### config.mk
export PLATFORM = sky130hd
export DESIGN_NAME = delta_run_encoder
export DESIGN_NICKNAME = d
export VERILOG_FILES = /design/src/rtl/delta_run_encoder_pkg.sv /design/src/rtl/delta_run_encoder_up_counter.sv /design/src/rtl/delta_run_encoder.sv
export SDC_FILE = /design/constraint.sdc
export NUM_CORES = 1
export LEC_CHECK = 0
export CORE_AREA = 2 2 56 71
export DETAILED_ROUTE_END_ITERATION = 10
export DIE_AREA = 0 0 58 73
export HOLD_SLACK_MARGIN = 0.03
export PLACE_DENSITY = 0.87
export SYNTH_ARGS = -nofsm -noshare
export SYNTH_HDL_FRONTEND = slang
export SYNTH_SLANG_ARGS = --single-unit
### constraint.sdc
create_clock -name clock -period 3.9 [get_ports clock]
set_input_delay 0.39 -clock clock [delete_from_list [all_inputs] [get_ports clock]]
set_output_delay 0.39 -clock clock [all_outputs]
set_load 0.03 [all_outputs]
### src/rtl/delta_run_encoder_pkg.sv
// delta_pkg: shared FSM states, token layout and run-length limits for the delta path.
// DELTA_SIM_LEN sets the run-length field width when sys_defs.svh has not provided it.
`ifndef DELTA_SIM_LEN
`define DELTA_SIM_LEN 8
`endif

package delta_pkg;

  localparam int unsigned DELTA_DATA_W = 16;
  localparam int unsigned DELTA_LEN_W  = `DELTA_SIM_LEN;
  localparam int unsigned RUN_MAX      = (1 << DELTA_LEN_W) - 1;

  typedef enum logic [0:0] {
    S_ACC,
    S_STALL
  } delta_state_e;

  typedef struct packed {
    logic [DELTA_LEN_W-1:0]  run;
    logic [DELTA_DATA_W-1:0] data;
    logic                    last;
  } delta_token_t;

  function automatic int unsigned run_max(input int unsigned len_w);
    return (1 << len_w) - 1;
  endfunction

endpackage

### src/rtl/delta_run_encoder_up_counter.sv
// delta_up_counter: zero-run counter feeding the encoder; mirror of the downstream down-counter.
// o_at_max flags the last count before RUN_MAX so the encoder can emit a saturation token.
module delta_up_counter
  import delta_pkg::*;
#(
  parameter int unsigned LEN_W = DELTA_LEN_W
) (
  input  logic             i_clock,
  input  logic             i_reset,
  input  logic             i_inc,
  input  logic             i_clr,
  output logic [LEN_W-1:0] o_count,
  output logic             o_at_max
);

  localparam logic [LEN_W-1:0] SAT = LEN_W'(run_max(LEN_W) - 1);

  logic [LEN_W-1:0] r_count;

  always_ff @(posedge i_clock) begin
    if (i_reset || i_clr) begin
      r_count <= '0;
    end else if (i_inc) begin
      r_count <= r_count + LEN_W'(1);
    end
  end

  assign o_count  = r_count;
  assign o_at_max = (r_count == SAT);

endmodule

### src/rtl/delta_run_encoder.sv
// delta_run_encoder: folds zero deltas into (run, value) tokens behind a one-deep output register.
// Optional DELTA_RUN_STATS_EN adds saturating token / skipped-zero counters.
module delta_run_encoder
  import delta_pkg::*;
#(
  parameter int unsigned DATA_W = DELTA_DATA_W,
  parameter int unsigned LEN_W  = DELTA_LEN_W
) (
  input  logic              clock,
  input  logic              reset,
  input  logic              in_valid,
  output logic              in_ready,
  input  logic [DATA_W-1:0] in_data,
  input  logic              in_last,
  output logic              out_valid,
  input  logic              out_ready,
  output logic [LEN_W-1:0]  out_run,
  output logic [DATA_W-1:0] out_data,
`ifdef DELTA_RUN_STATS_EN
  output logic [31:0]       stat_tokens,
  output logic [31:0]       stat_zeros_skipped,
`endif
  output logic              out_last
);

  delta_state_e     r_state;
  delta_token_t     r_tok;
  logic             r_out_valid;

  logic             w_accept;
  logic             w_xfer;
  logic             w_emit;
  logic             w_inc;
  logic             w_at_max;
  logic [LEN_W-1:0] w_run_cnt;

  assign in_ready = !r_out_valid || out_ready;
  assign w_accept = in_valid && in_ready;
  assign w_xfer   = r_out_valid && out_ready;
  // Saturation token carries in_data, which is zero on that path.
  assign w_emit   = w_accept && (in_last || (in_data != '0) || w_at_max);
  assign w_inc    = w_accept && !w_emit;

  delta_up_counter #(
    .LEN_W(LEN_W)
  ) u_run_cnt (
    .i_clock  (clock),
    .i_reset  (reset),
    .i_inc    (w_inc),
    .i_clr    (w_emit),
    .o_count  (w_run_cnt),
    .o_at_max (w_at_max)
  );

  always_ff @(posedge clock) begin
    if (reset) begin
      r_state     <= S_ACC;
      r_out_valid <= 1'b0;
      r_tok       <= '0;
    end else begin
      if (w_emit) begin
        r_out_valid <= 1'b1;
        r_tok       <= {w_run_cnt, in_data, in_last};
      end else if (w_xfer) begin
        r_out_valid <= 1'b0;
      end
      case (r_state)
        S_ACC:   if (r_out_valid && !out_ready) r_state <= S_STALL;
        S_STALL: if (out_ready) r_state <= S_ACC;
        default: r_state <= S_ACC;
      endcase
    end
  end

  assign out_valid = r_out_valid;
  assign out_run   = r_tok.run;
  assign out_data  = r_tok.data;
  assign out_last  = r_tok.last;

`ifdef DELTA_RUN_STATS_EN
  logic [31:0] r_stat_tokens;
  logic [31:0] r_stat_zeros;
  logic [32:0] w_zero_sum;

  assign w_zero_sum = {1'b0, r_stat_zeros} + 33'(r_tok.run);

  always_ff @(posedge clock) begin
    if (reset) begin
      r_stat_tokens <= '0;
      r_stat_zeros  <= '0;
    end else if (w_xfer) begin
      if (r_stat_tokens != '1) r_stat_tokens <= r_stat_tokens + 32'd1;
      r_stat_zeros <= w_zero_sum[32] ? '1 : w_zero_sum[31:0];
    end
  end

  assign stat_tokens        = r_stat_tokens;
  assign stat_zeros_skipped = r_stat_zeros;
`else
  localparam bit STATS_EN = 1'b0;
`endif

endmodule
## After elaboration in Yosys (flattened, before gate mapping)

Cells that the tools add are included.

| word-level totals | value |
|---|---|
| flip-flop bits (word level) | 34 |
| input port bits | 21 |
| output and inout bits | 27 |
| logic and storage cells | 21 |

| cells by class | value |
|---|---|
| add/sub/neg operators | 1 |
| eq/ne operators | 1 |
| muxes and demuxes | 2 |
| reductions and logical operators | 12 |

Operators by type and width:

| cell | count |
|---|---|
| $reduce_bool A16 Y1 | 1 |
| $add A8 B1 Y8 const B | 1 |
| $eq A8 B8 Y1 const B | 1 |
| $logic_and A1 B1 Y1 | 4 |
| $logic_or A1 B1 Y1 | 4 |
| $logic_not A1 Y1 | 2 |
| $mux W1 | 2 |
| $reduce_bool A2 Y1 | 1 |

## Longest topological paths before layout

| depth | value |
|---|---|
| depth in word-level cells | 6 |
| gate-level depth with buffers | 7 |
| depth with buffers taken out | 6 |

## Cells and area by module

Synthesis repeated with hierarchy kept, for this count alone.

| second synthesis, totals | value |
|---|---|
| cell total of the unflattened synthesis | 196 |
| area total of the unflattened synthesis | 1690.4 sq um |

Modules (own cells, without submodules):

| module | times used | cells each | area each (sq um) | sequential area each (sq um) |
|---|---|---|---|---|
| delta_run_encoder | 1 | 154 | 1321.3 | 520.5 |
| delta_up_counter | 1 | 42 | 369.1 | 160.2 |

## Least setup slack after synthesis

OpenSTA, ideal clock, no wires.

| path | value |
|---|---|
| path type | flip-flop to flip-flop |
| from | register r_out_valid (netlist: out_valid) |
| to | register u_run_cnt.r_count[4] (netlist: u_run_cnt.o_count[4]) |
| setup time | 82 ps |
| arrival | 1621 ps |
| data required time | 3818 ps |
| setup slack | 2197 ps |
| cell stages (with the launch flop) | 5 |
| path buffers | 0 |
| clock period less this slack | 1703 ps |
| path through | dfxtp_1 > nand2b_1 > nand2_1 > or4_1 > o221ai_1 |

| on the way | value |
|---|---|
| cells in the longest elaborated chain, start to end | 6 |
| elaborated cells between the ends (all ways) | 7 |
| classes of those cells | reduce/logical: 7 |

Ends and longest elaborated chain:

| element | RTL line | RTL |
|---|---|---|
| from (decl) | delta_run_encoder.sv:28 | `logic r_out_valid;` |
| from (signal assigned) | delta_run_encoder.sv:58 | `r_out_valid <= 1'b0;` |
| from (signal assigned) | delta_run_encoder.sv:62 | `r_out_valid <= 1'b1;` |
| from (signal assigned) | delta_run_encoder.sv:65 | `r_out_valid <= 1'b0;` |
| $logic_not A1 Y1 * | delta_run_encoder.sv:37 | `assign in_ready = !r_out_valid \|\| out_ready;` |
| $logic_or A1 B1 Y1 * | delta_run_encoder.sv:37 |  |
| named net in_ready | delta_run_encoder.sv:12 | `output logic in_ready,` |
| $logic_and A1 B1 Y1 * | delta_run_encoder.sv:38 | `assign w_accept = in_valid && in_ready;` |
| $logic_and A1 B1 Y1 | delta_run_encoder.sv:41 | `assign w_emit = w_accept && (in_last \|\| (in_data != '0) \|\| w_at_max);` |
| $logic_not A1 Y1 | delta_run_encoder.sv:42 | `assign w_inc = w_accept && !w_emit;` |
| $logic_and A1 B1 Y1 | delta_run_encoder.sv:42 |  |
| to (signal assigned) | delta_run_encoder_up_counter.sv:24 | `r_count <= r_count + LEN_W'(1);` |
| to (decl) | delta_run_encoder_up_counter.sv:18 | `logic [LEN_W-1:0] r_count;` |

The timed path passes the listed nets; every way through them passes the cells marked *.
A chain may end at the register's enable or synchronous reset.

## Worst setup path after layout

| path | value |
|---|---|
| from | register u_run_cnt.r_count[1] (netlist: u_run_cnt.o_count[1]) |
| to | register r_tok (netlist bit out_run[1]) |

| on the way | value |
|---|---|
| cells in the longest elaborated chain, start to end | 3 |

Ends and longest elaborated chain:

| element | RTL line | RTL |
|---|---|---|
| $eq A8 B8 Y1 | delta_run_encoder_up_counter.sv:29 | `assign o_at_max = (r_count == SAT);` |
| $logic_or A1 B1 Y1 | delta_run_encoder.sv:41 |  |
| $logic_and A1 B1 Y1 | delta_run_encoder.sv:41 |  |
| to (signal assigned) | delta_run_encoder.sv:63 | `r_tok <= {w_run_cnt, in_data, in_last};` |
| to (decl) | delta_run_encoder.sv:27 | `delta_token_t r_tok;` |

Several ways; a longest one is shown, not always the timed one.

==> results by group <==
Clocking
  • Num CTS Buffers: 5
  • CTS tree: done
  • Post-CTS Hold Buffers: 0
  • CTS max path bufs: 2
  • Post CTS Setup Buffer Count: 0
  • CTS sink cnt: 34
  • Htree depth: 2
  • Clock Latency Late Sink: 0.28 ns
  • Worst-path clk slew: 0.07 ns
  • Post_cts resized: 0
  • Root buf cell: clkbuf_8

Placed design
  • DP Area: 2235 µm²
  • Routability cong.: 0.8564
  • PortBufs: 47
  • Dpl ws: 1.454 ns
  • DP HPWL: 2.771 mm

STA
  • Final Critical Period: 2.318 ns
  • Setup WS post-layout: 1.582 ns
  • Tcrit/Tclk final: 59.45%
  • Worst rel slew slack: 58.85%
  • FMAX: 0.4313 GHz
  • Unrepaired setup endpoints after global routing: false
  • Slew Viols, Final: 0
  • Clk_skew: 0.004796 ns
  • Final hold vios: 0
  • Worst-Margin Slew: 0.6172 ns
  • Setup TNS: 0 ns
  • Final setup violation count: 0

Final layout
  • Design area: 2330 µm²
  • Final net count: 249
  • Area delta synth->final: 33.86%
  • Number of diodes: 0
  • Filler Cell Count: 284
  • Layout cells sized above 1: 8.370%

Synthesis
  • YS warnings: 0
  • Netlist Area Pre-Place: 1740 µm²
  • Most common cell in the synthesized netlist: nand2b_1
  • EDFF count, synth: 0
  • Post-synth net total: 201
  • Main flop type after synthesis: dfxtp_1
  • Cells after Synth: 178
  • Most frequent cells after synthesis: nand2b_1 (49), dfxtp_1 (34), mux2i_1 (23)
  • Top area cells in the synthesized netlist: dfxtp_1 (39%), nand2b_1 (18%), mux2i_1 (13%)
  • Seq/Total Area, Yosys: 39.11%
  • Post-synth top area share: 39.11%
  • FF+latch count, synth: 34
  • Syn_area_per_cell: 9.778 µm²
  • Top cell type by total area after synthesis: dfxtp_1
  • Asr flop ratio synth: 0%
  • Synth cell types: 38

Routing
  • 1st-iter DRT viols: 41
  • Detailed-route via count: 1477
  • Residual DRC: 0
  • Drt pass-1 iters: 4
  • Avg Vias per Cell: 5.532
  • Post-DRT Antenna Nets: 0
  • Per-cell routed wire length: 14.16 µm
  • Post-Route WL: 3.780 mm

Run status
  • Status: finished clean

Critical path
  • Crit Path Max Fanout: 12
  • Critical path type: reg2reg
  • FF-to-FF End: out_run[1]
  • Crit. Startpoint: u_run_cnt.o_count[1]
  • CP Launch Type: flop
  • R2r setup slk: 1.58 ns
  • Worst setup EP type: flop
  • Worst Setup EP: out_run[1]
  • R2R cell count: 6
  • Reg-to-Reg Start: u_run_cnt.o_count[1]
  • CP required: 4.11 ns
  • Arrival time worst endpoint: 2.53 ns

Die
  • Initial Utilization: 47.97%
  • Core box area: 3628 µm²
  • Die height: 73 µm
  • DIE AREA: 4234 µm²
  • Die X: 58 µm
  • Rows: 25
  • Io pins: 48

Flow run
  • MaxCap Viol Count: 0

Global routing
  • Total GRT Usage: 19.12%
  • GRT overflow: 0
  • Largest net degree at the start of global routing: 30
  • Global-route wire length before repair: 6.223 mm
  • Number of global-route vias before repair: 1479
  • Antenna violations before repair: 0

Power and ir drop
  • Leakage: 0.8406 nW
  • Pwr/cell area: 327.7 nW/µm²
  • Peak VDD IR: 327.0 µV

Hold path
  • Hold WC Path Type: reg2reg
critical path, stage by stage, from the launching register on:
cell     delay (ns)
dfxtp_1        0.43
ha_1           0.19
nand4_1        0.17
o211a_1        0.34
a21oi_2        0.54
buf_4          0.35
mux2i_1        0.22
report_power, final:
group	total (W)	internal (W)	switching, W
registers	0.000366	0.000359	0.00000619
clock network	0.000267	0.000142	0.000125
logic	0.000131	0.0000639	0.0000673
cells by family (layout without fill, tap and decap cells):
group | count (synthesis) | after routing | synth area share [%]
compound gates | 19 | 19 | 8.699
simple gates | 90 | 90 | 34.51
buf+inv | 10 | 59 | 3.019
fa+ha+maj | 2 | 2 | 1.438
flops | 34 | 34 | 39.11
mux | 23 | 23 | 13.23
registers in the layout, summed over array words and instances, names as in the netlist:
name,cells
out_data,16
out_run,8
out_valid,1
out_last,1
u_run_cnt.o_count,8
cell usage in the layout (no fill, tap or decap), types with 2 or more instances in the layout:
cell type	n
nand4_1	3
nor2_1	5
o21ai_1	2
o221ai_1	2
nand2_1	7
nand3b_1	2
clkdlybuf4s50_1	47
buf_4	3
nand2b_1	49
ha_1	2
and3_1	2
a21oi_1	5
nor4_1	2
dfxtp_1	34
clkbuf_8	6
nand3_1	3
or4_1	3
nor3_1	3
mux2i_1	23
nor4_4	3
layout make-up:
cell class	count	area (µm²)	area share (%)
Timing Repair Buffer	50	493.0	21.16
Tap cell	40	50.05	2.148
Clock buffer	6	82.58	3.545
Inverter	1	3.754	0.1611
Multi-Input combinational cell	134	1007	43.23
Sequential cell	34	680.7	29.22
Clock inverter	2	12.51	0.5371
metrics by stage:
step,instances,hold WS (ns),total power [W],utilization [%]
6_report,267,0.4768,0.0007634,64.21
5_1_grt,267,0.4916,0.0007973,64.21
4_1_cts,267,0.4774,0.0007747,64.21
3_3_place_gp,259,0.4503,0.0005037,61.59
3_5_place_dp,259,0.4603,0.0005051,61.59
2_1_floorplan,178,0.4784,0.0004468,-
worst min-delay path by stage:
stage	startpoint	to	slack (ns)	cells past startpoint
global placement	out_data[1]	out_data[1]	0.45	2
detailed placement	out_data[15]	out_data[15]	0.46	2
finish	out_data[15]	out_data[15]	0.48	2
floorplan	u_run_cnt.o_count[0]	u_run_cnt.o_count[0]	0.48	2
CTS	out_data[1]	out_data[1]	0.48	2
global route	out_data[15]	out_data[15]	0.49	2
layer usage:
layer  share of wire (%)  GRT usage [%]  vias up
li1                    -              -      725
met3                 6.2          6.028       12
met1                  41          20.44      685
met5                   0              0        -
met2                  50          33.08       55
met4                 2.6          10.34        0
No activity file was read; power rests on OpenSTA's default activity.
